--- config.mk ---
export PLATFORM = sky130hd
export DESIGN_NAME = packet_arbiter_multiplexer
export DESIGN_NICKNAME = d
export VERILOG_FILES = /design/src/rtl/packet_arbiter_multiplexer_pkg.sv /design/src/rtl/pipeline_register.sv /design/src/rtl/timout_static_priority_arbiter.sv /design/src/rtl/packet_arbiter_multiplexer.sv
export SDC_FILE = /design/constraint.sdc
export NUM_CORES = 1
export LEC_CHECK = 0
export CAP_MARGIN = 20
export CORE_MARGIN = 5
export CORE_UTILIZATION = 40
export DETAILED_ROUTE_END_ITERATION = 16
export PLACE_DENSITY = 0.82
export RECOVER_POWER = 50
export SLEW_MARGIN = 20
export SYNTH_ARGS = -nofsm -noshare
export SYNTH_HDL_FRONTEND = slang
export SYNTH_HIERARCHICAL = 1
export SYNTH_SLANG_ARGS = --single-unit
export TNS_END_PERCENT = 50
--- constraint.sdc ---
create_clock -name clock -period 4.3 [get_ports clock]
set_clock_uncertainty 0.2 [all_clocks]
set_input_delay 0.43 -clock clock [delete_from_list [all_inputs] [get_ports clock]]
set_output_delay 0.43 -clock clock [all_outputs]
set_load 0.05 [all_outputs]
--- src/rtl/packet_arbiter_multiplexer_pkg.sv ---
// Shared types and helpers for the packet arbiter multiplexer.
// PACKET_ARBITER_MULTIPLEXER_CHANNEL_ID_EN uses onehot_to_bin for out_channel.
package packet_arbiter_multiplexer_pkg;

  typedef enum logic {
    IDLE   = 1'b0,
    LOCKED = 1'b1
  } state_t;

  localparam int MAX_CHANNELS = 32;

  function automatic int chan_idx_w(input int size);
    return (size > 2) ? $clog2(size) : 1;
  endfunction

  function automatic int unsigned onehot_to_bin(input logic [MAX_CHANNELS-1:0] onehot);
    int unsigned idx;
    idx = 0;
    for (int unsigned i = 0; i < MAX_CHANNELS; i++) begin
      if (onehot[i]) idx = idx | i;
    end
    return idx;
  endfunction

endpackage

--- src/rtl/pipeline_register.sv ---
// One-entry output stage: loads on i_load, drains when the consumer is ready.
module pipeline_register #(
  parameter int W = 33
) (
  input  logic         clock,
  input  logic         resetn,
  input  logic         i_load,
  input  logic         i_ready,
  input  logic [W-1:0] i_data,
  output logic         o_valid,
  output logic [W-1:0] o_data
);

  always_ff @(posedge clock or negedge resetn) begin
    if (!resetn) begin
      o_valid <= 1'b0;
      o_data  <= '0;
    end else if (i_load) begin
      o_valid <= 1'b1;
      o_data  <= i_data;
    end else if (i_ready) begin
      o_valid <= 1'b0;
    end
  end

endmodule

--- src/rtl/timout_static_priority_arbiter.sv ---
// Static-priority arbiter (channel 0 highest) with per-channel starvation counters;
// a channel that loses TIMEOUT slots in a row is promoted above the static order.
module timout_static_priority_arbiter #(
  parameter int    SIZE    = 4,
  parameter string VARIANT = "fast",
  parameter int    TIMEOUT = 8
) (
  input  logic            clock,
  input  logic            resetn,
  input  logic [SIZE-1:0] i_request,
  output logic [SIZE-1:0] o_grant
);

  localparam int CNT_W = $clog2(TIMEOUT + 1);
  // "fast" serves the highest-index promoted channel first, draining the deepest-starved ones.
  localparam bit FAST  = (VARIANT == "fast");

  logic [CNT_W-1:0] r_count [SIZE];
  logic [SIZE-1:0]  w_promoted;

  always_comb begin
    for (int i = 0; i < SIZE; i++) begin
      w_promoted[i] = i_request[i] && (r_count[i] == CNT_W'(TIMEOUT));
    end
  end

  always_comb begin
    o_grant = '0;
    if (|w_promoted) begin
      if (FAST) begin
        for (int i = 0; i < SIZE; i++) begin
          if (w_promoted[i]) begin
            o_grant    = '0;
            o_grant[i] = 1'b1;
          end
        end
      end else begin
        for (int i = SIZE - 1; i >= 0; i--) begin
          if (w_promoted[i]) begin
            o_grant    = '0;
            o_grant[i] = 1'b1;
          end
        end
      end
    end else begin
      for (int i = SIZE - 1; i >= 0; i--) begin
        if (i_request[i]) begin
          o_grant    = '0;
          o_grant[i] = 1'b1;
        end
      end
    end
  end

  always_ff @(posedge clock or negedge resetn) begin
    if (!resetn) begin
      for (int i = 0; i < SIZE; i++) r_count[i] <= '0;
    end else begin
      for (int i = 0; i < SIZE; i++) begin
        if (i_request[i] && !o_grant[i]) begin
          if (r_count[i] != CNT_W'(TIMEOUT)) r_count[i] <= r_count[i] + 1'b1;
        end else begin
          r_count[i] <= '0;
        end
      end
    end
  end

endmodule

--- src/rtl/packet_arbiter_multiplexer.sv ---
// Packet-atomic N:1 stream multiplexer with registered output.
// Optional PACKET_ARBITER_MULTIPLEXER_CHANNEL_ID_EN adds out_channel (source index).
module packet_arbiter_multiplexer
  import packet_arbiter_multiplexer_pkg::*;
#(
  parameter int    SIZE    = 4,
  parameter int    WIDTH   = 32,
  parameter string VARIANT = "fast",
  parameter int    TIMEOUT = 8
) (
  input  logic                        clock,
  input  logic                        resetn,
  input  logic [SIZE-1:0]             in_valid,
  output logic [SIZE-1:0]             in_ready,
  input  logic [SIZE*WIDTH-1:0]       in_data,
  input  logic [SIZE-1:0]             in_last,
  output logic                        out_valid,
  input  logic                        out_ready,
  output logic [WIDTH-1:0]            out_data,
`ifdef PACKET_ARBITER_MULTIPLEXER_CHANNEL_ID_EN
  output logic [chan_idx_w(SIZE)-1:0] out_channel,
`endif
  output logic                        out_last
);

  localparam int CH_W = chan_idx_w(SIZE);
`ifdef PACKET_ARBITER_MULTIPLEXER_CHANNEL_ID_EN
  localparam int PW = WIDTH + 1 + CH_W;
`else
  localparam int PW = WIDTH + 1;
`endif

  state_t           r_state, w_next_state;
  logic [SIZE-1:0]  r_lock, w_next_lock;
  logic [SIZE-1:0]  w_req, w_grant, w_hs_vec;
  logic             w_accept, w_hs, w_out_valid, w_sel_last;
  logic [WIDTH-1:0] w_sel_data;
  logic [PW-1:0]    w_pipe_in, w_pipe_out;

  assign w_accept = !w_out_valid || out_ready;
  // Requests are masked outside real arbitration slots so timeout counters do not age.
  assign w_req    = (r_state == IDLE && w_accept) ? in_valid : '0;
  assign w_hs_vec = in_valid & in_ready;
  assign w_hs     = |w_hs_vec;

  timout_static_priority_arbiter #(
    .SIZE    (SIZE),
    .VARIANT (VARIANT),
    .TIMEOUT (TIMEOUT)
  ) u_arbiter (
    .clock     (clock),
    .resetn    (resetn),
    .i_request (w_req),
    .o_grant   (w_grant)
  );

  always_ff @(posedge clock or negedge resetn) begin
    if (!resetn) begin
      r_state <= IDLE;
      r_lock  <= '0;
    end else begin
      r_state <= w_next_state;
      r_lock  <= w_next_lock;
    end
  end

  always_comb begin
    w_next_state = r_state;
    w_next_lock  = r_lock;
    case (r_state)
      IDLE: begin
        if (w_hs && !w_sel_last) begin
          w_next_state = LOCKED;
          w_next_lock  = w_hs_vec;
        end
      end
      LOCKED: begin
        if (w_hs && w_sel_last) begin
          w_next_state = IDLE;
          w_next_lock  = '0;
        end
      end
      default: begin
        w_next_state = IDLE;
        w_next_lock  = '0;
      end
    endcase
  end

  always_comb begin
    in_ready = '0;
    if (resetn) begin
      if (r_state == IDLE) in_ready = w_accept ? w_grant : '0;
      else                 in_ready = r_lock & {SIZE{w_accept}};
    end
  end

  always_comb begin
    w_sel_data = '0;
    w_sel_last = 1'b0;
    for (int i = 0; i < SIZE; i++) begin
      if (w_hs_vec[i]) begin
        w_sel_data = w_sel_data | in_data[i*WIDTH +: WIDTH];
        w_sel_last = w_sel_last | in_last[i];
      end
    end
  end

`ifdef PACKET_ARBITER_MULTIPLEXER_CHANNEL_ID_EN
  assign w_pipe_in   = {CH_W'(onehot_to_bin(MAX_CHANNELS'(w_hs_vec))), w_sel_last, w_sel_data};
  assign out_channel = w_pipe_out[PW-1 -: CH_W];
`else
  assign w_pipe_in   = {w_sel_last, w_sel_data};
`endif

  pipeline_register #(
    .W (PW)
  ) u_out_stage (
    .clock   (clock),
    .resetn  (resetn),
    .i_load  (w_hs),
    .i_ready (out_ready),
    .i_data  (w_pipe_in),
    .o_valid (w_out_valid),
    .o_data  (w_pipe_out)
  );

  assign out_valid = w_out_valid;
  assign out_data  = w_pipe_out[WIDTH-1:0];
  assign out_last  = w_pipe_out[WIDTH];

endmodule
# After elaboration in Yosys (flattened, before gate mapping)
# Cells that the tools add are included.
# op_classes
n_addsub	4
n_eq_ne	14
mux	37
bitwise_logic	9
reduce_logical	22
# ops
operator	count
2-to-1 mux 32 bit	4
OR 32 bit	3
2-to-1 mux 4 bit	20
adder 4 x 1 -> 4 bit (second input constant)	4
equality test 4 bit (second input constant)	4
!= test 4 bit (second input constant)	4
logical AND 1 bit	11
!= test 2 bit (second input constant)	5
2-to-1 mux 1 bit	9
bitwise AND 4 bit	2
case mux 4 bit (2 select lines)	1
OR reduction 4 bit	2
zero test 1 bit	6
2-to-1 mux 3 bit	1
OR 1 bit	3
2-to-1 mux 2 bit	1
!= test 2 x 1 -> 1 bit (second input constant)	1
case mux 1 bit (2 select lines)	1
AND reduction 2 bit	1
nonzero test 2 bit	1
logical OR 1 bit	1
NOT 1 bit	1
# word_totals
register_bits	55
input_bits	139
elab_cells	94

# Logic depth before layout (Yosys ltp)
# Gate-level depths: netlist (run 1).
# logic_depth
depth_word	25
mapped_depth	13
ltp_nobuf	11

# Cells and area by module
# The synthesis (run 1) kept the hierarchy.
# by_module_without_submodules
mod	n_inst	cells_per_inst	area_per_inst_um2
pipeline_register	1	73	1413.9
packet_arbiter_multiplexer	1	155	1112.3
timout_static_priority_arbiter	1	70	757.0

# Worst setup path before layout (run 1)
# OpenSTA, ideal clock, no wires.
# synth_timing
kind	flip-flop to flip-flop
from	register u_out_stage.o_valid
to	register u_out_stage.o_data[10]
t_arrival_ns	3.225
required_ns	3.975
path_slack_ns	0.750
stages_incl_launch_ff	14
n_path_buf	3
period_less_slack_ns	3.550
path_cell_list	dfrtp_1 > nor2b_1 > buf_2 > nor2_1 > and2_1 > and4b_4 > or2_1 > a21oi_1 > mux2i_2 > nor3_2 > or4_4 > buf_6 > buf_12 > mux2_4
# synth_rtl
item	line	rtl
start: declaration	pipeline_register.sv:10	output logic o_valid,
start signal: assignment	pipeline_register.sv:16	o_valid <= 1'b0;
start signal: assignment	pipeline_register.sv:19	o_valid <= 1'b1;
start signal: assignment	pipeline_register.sv:22	o_valid <= 1'b0;
zero test 1 bit (*)	packet_arbiter_multiplexer.sv:40	assign w_accept = !w_out_valid || out_ready;
logical OR 1 bit (*)	packet_arbiter_multiplexer.sv:40	
logical AND 1 bit (*)	packet_arbiter_multiplexer.sv:42	assign w_req = (r_state == IDLE && w_accept) ? in_valid : '0;
2-to-1 mux 4 bit (*)	packet_arbiter_multiplexer.sv:42	
named net w_req[2]	packet_arbiter_multiplexer.sv:35	logic [SIZE-1:0] w_req, w_grant, w_hs_vec;
2-to-1 mux 4 bit / logical AND 1 bit (equally long branches)	timout_static_priority_arbiter.sv:47, timout_static_priority_arbiter.sv:23	
2-to-1 mux 4 bit / 2-to-1 mux 3 bit (equally long branches)	timout_static_priority_arbiter.sv:47, timout_static_priority_arbiter.sv:32	
2-to-1 mux 4 bit (on tied branches)	timout_static_priority_arbiter.sv:47, timout_static_priority_arbiter.sv:32	
2-to-1 mux 4 bit (*)	timout_static_priority_arbiter.sv:29	if (|w_promoted) begin
named net w_grant[1]	packet_arbiter_multiplexer.sv:35	
2-to-1 mux 4 bit (*) (2 in a row)	packet_arbiter_multiplexer.sv:93	if (r_state == IDLE) in_ready = w_accept ? w_grant : '0;
2-to-1 mux 4 bit (*)	packet_arbiter_multiplexer.sv:92	if (resetn) begin
bitwise AND 4 bit (*)	packet_arbiter_multiplexer.sv:43	assign w_hs_vec = in_valid & in_ready;
OR reduction 4 bit (*)	packet_arbiter_multiplexer.sv:44	assign w_hs = |w_hs_vec;
named net w_hs	packet_arbiter_multiplexer.sv:36	logic w_accept, w_hs, w_out_valid, w_sel_last;
end signal: assignment	pipeline_register.sv:20	o_data <= i_data;
end: declaration	pipeline_register.sv:11	output logic [W-1:0] o_data
# Mark *: on every way through the listed nets, which the timed path passes. The rest lies on a longest branch.
# A chain may end at the register's enable or synchronous reset.

# Final worst setup path (run 1)
# layout_timing
from	input port out_ready
to	register u_out_stage.o_data[20]
# layout_rtl
item	line	rtl
start: declaration	packet_arbiter_multiplexer.sv:18	input logic out_ready,
logical OR 1 bit (*)	packet_arbiter_multiplexer.sv:40	
logical AND 1 bit (*)	packet_arbiter_multiplexer.sv:42	
2-to-1 mux 4 bit (*)	packet_arbiter_multiplexer.sv:42	
named net w_req[2]	packet_arbiter_multiplexer.sv:35	
2-to-1 mux 4 bit / logical AND 1 bit (equally long branches)	timout_static_priority_arbiter.sv:47, timout_static_priority_arbiter.sv:23	
2-to-1 mux 4 bit / 2-to-1 mux 3 bit (equally long branches)	timout_static_priority_arbiter.sv:47, timout_static_priority_arbiter.sv:32	
2-to-1 mux 4 bit (on tied branches)	timout_static_priority_arbiter.sv:47, timout_static_priority_arbiter.sv:32	
2-to-1 mux 4 bit (*)	timout_static_priority_arbiter.sv:29	
named net w_grant[0]	packet_arbiter_multiplexer.sv:35	
2-to-1 mux 4 bit (*) (2 in a row)	packet_arbiter_multiplexer.sv:93	
2-to-1 mux 4 bit (*)	packet_arbiter_multiplexer.sv:92	
bitwise AND 4 bit (*)	packet_arbiter_multiplexer.sv:43	
OR reduction 4 bit (*)	packet_arbiter_multiplexer.sv:44	
named net w_hs	packet_arbiter_multiplexer.sv:36	
# Marks and branches as above.

==> impl_results.md, run 1 <==
* RSZ-0062 raised after global routing: no
* Setup slack, reg-to-reg at 700 ps
* Synthesis-to-finish area growth at 60.63%
* Final hold viol count at 0
* P_sw at 0.8426 mW
* Drt wl/cell at 18.19 um
* Worst relative slew slack at 49.45%
* CORE AREA at 8093 sq um
* Sw frac at 39.52%
* CP delay by family, top: simple AND/OR/NAND/NOR gates
* Worst path required time at 4310 ps
* CP endpoint kind: register
* Initial core utilization at 40.57%
* Inserted Diodes at 0
* Ys Warns at 6
* DR iter-0 viols at 140
* Post-Syn Area at 3283 sq um
* Clk pwr share at 19.1%
* Seq/Total Area, Yosys at 38.87%
* Placed Cells at 567
* GRT Overall Usage at 20.42%
* Io pins at 177
* Non-filler cells, final at 576
* CP dominant cell by count: nor2_1
* Cell breakdown of the critical path: dlygate4sd3_1 > nor2b_1 > nor2_1 > and2_0 > and4b_4 > or2_1 > nor2_1 > mux2i_1 > nor3_4 > or4_4 > mux2_4
* DP Worst Slack at 384.5 ps
* First-pass GRT wire length at 16440 um
* Drt drc at 0
* Asr flop ratio synth at 100.0%
* Critical Path Fanout Max at 36
* Sum Neg Setup Slack at 0 ps
* Number of H-tree levels at 2
* Clock root cell: clkbuf_8
* Crit path to: u_out_stage/o_data[20]
* Syn Inst Count at 298
* Worst path slowest cell: or4_4
* Slowest stage delay, CP at 810 ps
* CP Launch Type: primary input
* Seq pwr share at 30.4%
* GRT overflow at 0
* Synth area leader: dfrtp_1
* Post-synthesis net count at 443
* Final slew viol count at 0
* Dpl hpwl at 7956 um
* CTS tree: done
* Nets at 615
* Die Height at 100.6 um
* Yosys cell types at 46
* Clock Latency Late Sink at 310 ps
* Num CTS Buffers at 5
* Area contributors post-synth: dfrtp_1, a22oi_1, mux2_4, nand2_1, mux2i_1
* FMAX at 0.2700 GHz
* Worst Path Arrival at 3710 ps
* Vias in the first global route at 3393
* Buf+Inv Stages, Crit Path at 1
* Cell Pwr Density at 404.3 nW/um^2
* Setup violators final at 0
* Syn_area_per_cell at 11.02 sq um
* Leakage at 2.286 nW
* Overall power at 2.132 mW
* Final ANT Viol Nets at 0
* Setup CP Type: primary input to register
* Max clock buf depth at 2
* Routed Wire Length at 10480 um
* FF-to-FF End: u_out_stage/o_data[20]
* Period Utilization, post-route at 86.14%
* Internal power at 1.289 mW
* Via-per-instance ratio at 5.363
* Antenna violations before repair at 0
* Clk sinks at 51
* CP Depth at 11
* FF-to-FF Start: r_state
* CTS resizes at 0
* Largest net degree at the start of global routing at 37
* # port buffers at 176
* Share of layout cells above drive strength 1 at 14.23%
* PnR worst setup slack at 596.1 ps
* Minimum clock period at 3704 ps
* Part of the power in combinational logic at 50.5%
* 1st-pass router iterations at 4
* Max VDD drop at 214.2 uV
* Flops & latches, synth at 51
* Status: finished clean
* Area of the die at 10120 sq um
* Top cell type's share of synthesized area at 38.87%
* Hold WC Path Type: register to register
* CP startpoint: out_ready
* Vias post-DR at 3089
* Gpl congestion at 0.9073
* Max-cap violations at 0
* Worst-path clk slew at 100 ps
* Main synth FF type: dfrtp_1
* Die width at 100.6 um
* EDFF count, synth at 0
* Reg2reg path depth at 9
* Worst-Margin Slew at 748.7 ps
* Rows at 33
-- state kept, by name, indices dropped and copies added, names as in the netlist --
register and cells:
r_lock 4, u_out_stage/o_valid 1, u_out_stage/o_data 33, r_state 1, u_arbiter/r_count 12
-- stage by stage --
| stage | cell area, sq um | util, % | hold WS, ps |
|---|---|---|---|
| floorplan | 3283 | - | -65.59 |
| global placement | 5144 | 63.56 | 270.0 |
| detailed placement | 5144 | 63.56 | 283.4 |
| CTS | 5294 | 65.41 | 305.8 |
| global route | 5274 | 65.17 | 328.3 |
| finish | 5274 | 65.17 | 306.6 |
-- cell families after synthesis --
family                     count (synthesis)  synth area share, %
and+or+nand+nor                           82                13.76
muxes                                     43                17.91
DFF                                       51                38.87
buffers and inverters                     29                5.564
xor gates and xnor gates                   6                1.601
AOI/OAI and AO/OA                         81                20.01
adders and majority gates                  6                2.287
-- cell usage after synthesis (3+ instances only) --
| cell | n |
|---|---|
| a22oi_1 | 64 |
| mux2_2 | 4 |
| nor3_2 | 4 |
| xor2_1 | 3 |
| nor4b_1 | 3 |
| buf_6 | 3 |
| and2_1 | 5 |
| xnor2_1 | 3 |
| mux2_4 | 29 |
| ha_1 | 6 |
| o2bb2ai_1 | 4 |
| inv_1 | 10 |
| mux2i_1 | 8 |
| nand3_1 | 3 |
| clkbuf_1 | 11 |
| nand2_1 | 38 |
| dfrtp_1 | 51 |
| nor3b_1 | 3 |
| nor2_1 | 10 |
| buf_12 | 3 |
-- power groups by stage --
stage               Sequential [mW]  Combinational (mW)  Clock (mW)
global placement              0.654                1.07           0
detailed placement            0.654                1.09           0
floorplan                     0.945               0.409           0
finish                        0.647                1.08       0.408
CTS                           0.648                1.10       0.416
global route                  0.662                1.13       0.437
-- layout by cell type, fill, tap and decap left out, types with 2 or more instances in the layout --
cell	Yosys	layout
mux2_4	29	29
nand3_1	3	3
a22oi_1	64	64
inv_1	10	10
clkdlybuf4s50_1	0	162
buf_12	3	4
dfrtp_1	51	51
and2_0	0	2
xor2_1	3	3
nand2_1	38	38
mux2_2	4	4
nand4b_1	2	2
mux2i_1	8	8
buf_4	0	7
nor2_1	10	10
and4b_1	2	2
dlygate4sd3_1	0	10
nor3b_1	3	3
and2_1	5	3
nor3_4	0	4
a21oi_1	2	2
nand2b_1	2	2
clkbuf_8	0	5
xnor2_1	3	3
ha_1	6	6
mux2i_2	2	2
o2bb2ai_1	4	4
and4b_4	2	2
bufinv_16	0	2
nor4b_1	3	3
-- what timing repair did --
| action | 4_1_cts | 5_1_grt |
|---|---|---|
| endpoints found under the hold margin | 24 | 0 |
| hold buffers | 1 | 0 |
| buffers inserted | 0 | 0 |
-- worst min path at each step --
stage,end,slack (ps),start,cells after the start
after floorplan,r_lock[0],-70,resetn,0
after global placement,u_arbiter/r_count[0],270,u_arbiter/r_count[0],1
after detailed placement,u_arbiter/r_count[0],280,resetn,1
after CTS,u_arbiter/r_count[0],310,u_arbiter/r_count[0],1
after global routing,u_out_stage/o_data[2],330,u_out_stage/o_data[2],1
final,u_arbiter/r_count[0],310,u_arbiter/r_count[0],1
-- cell type report --
cell class | count | area (sq um)
sequential | 51 | 1276
tap | 105 | 131.4
fill | 644 | 2819
multi-input combinational | 218 | 1829
clock inverter | 3 | 71.32
inverter | 10 | 37.54
timing repair buffer | 184 | 1859
clock buffer | 5 | 68.82
-- routing by layer --
metal | track usage, % | up-vias | wire length, um
met3 | 5.882 | 10 | 929
met4 | 5.596 | 0 | 140
met1 | 24.17 | 1492 | 4040
met5 | 0 | - | 0
met2 | 35.95 | 130 | 5368
li1 | - | 1457 | -
Power figures use the tool's default switching activity.
==> inputs of run 2 (changes only) <==
==> constraint.sdc (replaced) <==
create_clock -name clock -period 4.14 [get_ports clock]
set_clock_uncertainty 0.2 [all_clocks]
set_input_delay 0.414 -clock clock [delete_from_list [all_inputs] [get_ports clock]]
set_output_delay 0.414 -clock clock [all_outputs]
set_load 0.05 [all_outputs]
==> run 2 against run 1 <==
Net effect: wire length down 0.68%; largest power group unchanged; register-to-register slack got worse by 240 ps; critical endpoint is now u_out_stage/o_data[28]; highest routed layer unchanged; global-route usage decreased by 0.21 points.
==> impl_results.md, run 2 (synthesized netlist as in run 1, its figures left out) <==
* Status: finished clean
* Synthesis-to-finish area growth at 60.21%
* Clock Latency Late Sink at 310 ps (about the same)
* Clock root cell: clkbuf_8
* Worst-Margin Slew at 1148 ps (+398.8 ps)
* Cell Pwr Density at 410.9 nW/um^2 (+1.6%)
* Minimum clock period at 3786 ps
* Max reg flops at 33 (unchanged)
* P_sw at 0.8705 mW (+3.3%)
* Most common cell after layout, fill and taps aside: clkdlybuf4s50_1
* Max clock buf depth at 2 (unchanged)
* FMAX at 0.2642 GHz
* Biggest regs: u_out_stage/o_data x33, u_arbiter/r_count x12, r_lock x4
* Largest net degree at the start of global routing at 37 (unchanged)
* Part of the power in combinational logic at 52.2% (+1.7 points)
* Setup violators final at 0 (unchanged)
* CTS resizes at 0 (unchanged)
* Routed Wire Length at 10410 um (-0.68%)
* GRT Overall Usage at 20.21% (-0.21 points)
* CP startpoint: out_ready
* Hold-fix buffers, CTS at 1 (unchanged)
* Drt wl/cell at 18.07 um (-0.68%)
* Max-cap violations at 0 (unchanged)
* Final ANT Viol Nets at 0 (unchanged)
* Worst path required time at 4130 ps (-180 ps)
* DR iter-0 viols at 148 (+5.7%)
* CORE AREA at 8093 sq um (unchanged)
* Drt drc at 0 (unchanged)
* Worst-path clk slew at 90 ps (about the same)
* Clk pwr share at 17.1% (-2.0 points)
* Initial core utilization at 40.57% (unchanged)
* Sum Neg Setup Slack at 0 ps (unchanged)
* FF-to-FF Start: u_out_stage/o_valid
* Overall power at 2.161 mW (+1.4%)
* Share of layout cells above drive strength 1 at 14.01% (-0.21 points)
* Die Height at 100.6 um (unchanged)
* Vias in the first global route at 3359 (-1.0%)
* Seq pwr share at 30.7% (+0.3 points)
* Worst Path Arrival at 3780 ps (+70 ps)
* Leakage at 2.281 nW (-0.21%)
* 1st-pass router iterations at 4 (unchanged)
* Io pins at 177 (unchanged)
* CP endpoint kind: register
* Sw frac at 40.28% (+0.75 points)
* Hold WC Path Type: register to register
* Number of H-tree levels at 2 (unchanged)
* Biggest register: u_out_stage/o_data
* Internal power at 1.291 mW (+0.11%)
* Clk sinks at 51 (unchanged)
* Post-CTS Setup Inserts at 0 (unchanged)
* Most frequent cells in the layout: clkdlybuf4s50_1, a22oi_1, dfrtp_1, nand2_1, mux2_4
* GRT overflow at 0 (unchanged)
* Final slew viol count at 0 (unchanged)
* Worst relative slew slack at 23.50% (-26 points)
* Max VDD drop at 179.1 uV (-16%)
* Reg2reg path depth at 10 (+1)
* Num CTS Buffers at 5 (unchanged)
* Dpl hpwl at 7887 um (-0.87%)
* First-pass GRT wire length at 16350 um (-0.54%)
* Hold path startpoint: u_arbiter/r_count[0]
* WHS Path Cells at 1 (unchanged)
* Rows at 33 (unchanged)
* Period Utilization, post-route at 91.44%
* Setup CP Type: primary input to register
* RSZ-0062 raised after global routing: no
* CP Launch Type: primary input
* Nets at 615 (unchanged)
* Vias post-DR at 3145 (+1.8%)
* Die width at 100.6 um (unchanged)
* Antenna violations before repair at 0 (unchanged)
* Inserted Diodes at 0 (unchanged)
* Area of the die at 10120 sq um (unchanged)
* Final hold viol count at 0 (unchanged)
* Via-per-instance ratio at 5.460 (+1.8%)
* Critical Path Fanout Max at 36 (unchanged)
* Gpl congestion at 0.8699 (-4.1%)
* # port buffers at 176 (unchanged)
* CTS tree: done
run 2: cell types whose count changed in the layout (fill, tap and decap cells not counted), sizes merged:
cell / delta
clkbuf: +2
clkdlybuf4s50: -2
dlygate4sd3: +2
buf: -1
bufinv: -1
run 2: critical path: stages:
cell and delay [ps]:
clkdlybuf4s50_1 480, nor2b_1 60, nor2_1 190, and2_0 390, nand4b_1 340, nand2_1 200, nor2_1 50, mux2i_1 320
nor3_4 80, or4_4 800, mux2_4 410
run 2: worst paths after layout:
| kind | slack (ps) | endpoint |
|---|---|---|
| worst max-delay path | 350 | u_out_stage/o_data[28] |
| worst min-delay path | 290 | u_arbiter/r_count[0] |
| worst max register to register | 460 | u_out_stage/o_data[28] |
| worst min register to register | 290 | u_arbiter/r_count[0] |
| max in group asynchronous | 2030 | u_arbiter/r_count[11] |
| min in group asynchronous | 650 | u_out_stage/o_data[25] |
run 2: final cells by class:
cell class | count | area [sq um]
fillers | 661 | 2833
repair buffers | 184 | 1858
multi-input cells | 218 | 1836
flip-flops and latches | 51 | 1276
well taps | 105 | 131.4
clock buffers | 6 | 82.58
clock inverters | 2 | 38.79
inverters | 10 | 37.54
run 2: metal layers:
metal | GRT usage (%) | part of all wire, %
met1 | 23.69 | 38
met2 | 36.46 | 52
met3 | 5.329 | 8.6
met4 | 5.078 | 1.4
met5 | 0 | 0
run 2: power groups by stage:
stage / logic, mW / clock network [mW] / registers (mW)
after global placement: 1.13 / 0 / 0.671
after floorplan: 0.425 / 0 / 0.982
after global routing: 1.18 / 0.400 / 0.677
after CTS: 1.15 / 0.378 / 0.666
final: 1.13 / 0.369 / 0.663
after detailed placement: 1.15 / 0 / 0.671
run 2: through the flow:
stage               hold slack (ps)  utilization (%)  area, sq um  worst slack (ps)  cells
floorplan                    -81.59                -         3283             590.2    298
global placement              200.5            63.56         5144             345.9    567
detailed placement            198.0            63.56         5144             147.7    567
CTS                           294.7            65.18         5275             477.1    576
global route                  325.5            65.00         5260             175.3    576
finish                        292.4            65.00         5260             354.3    576
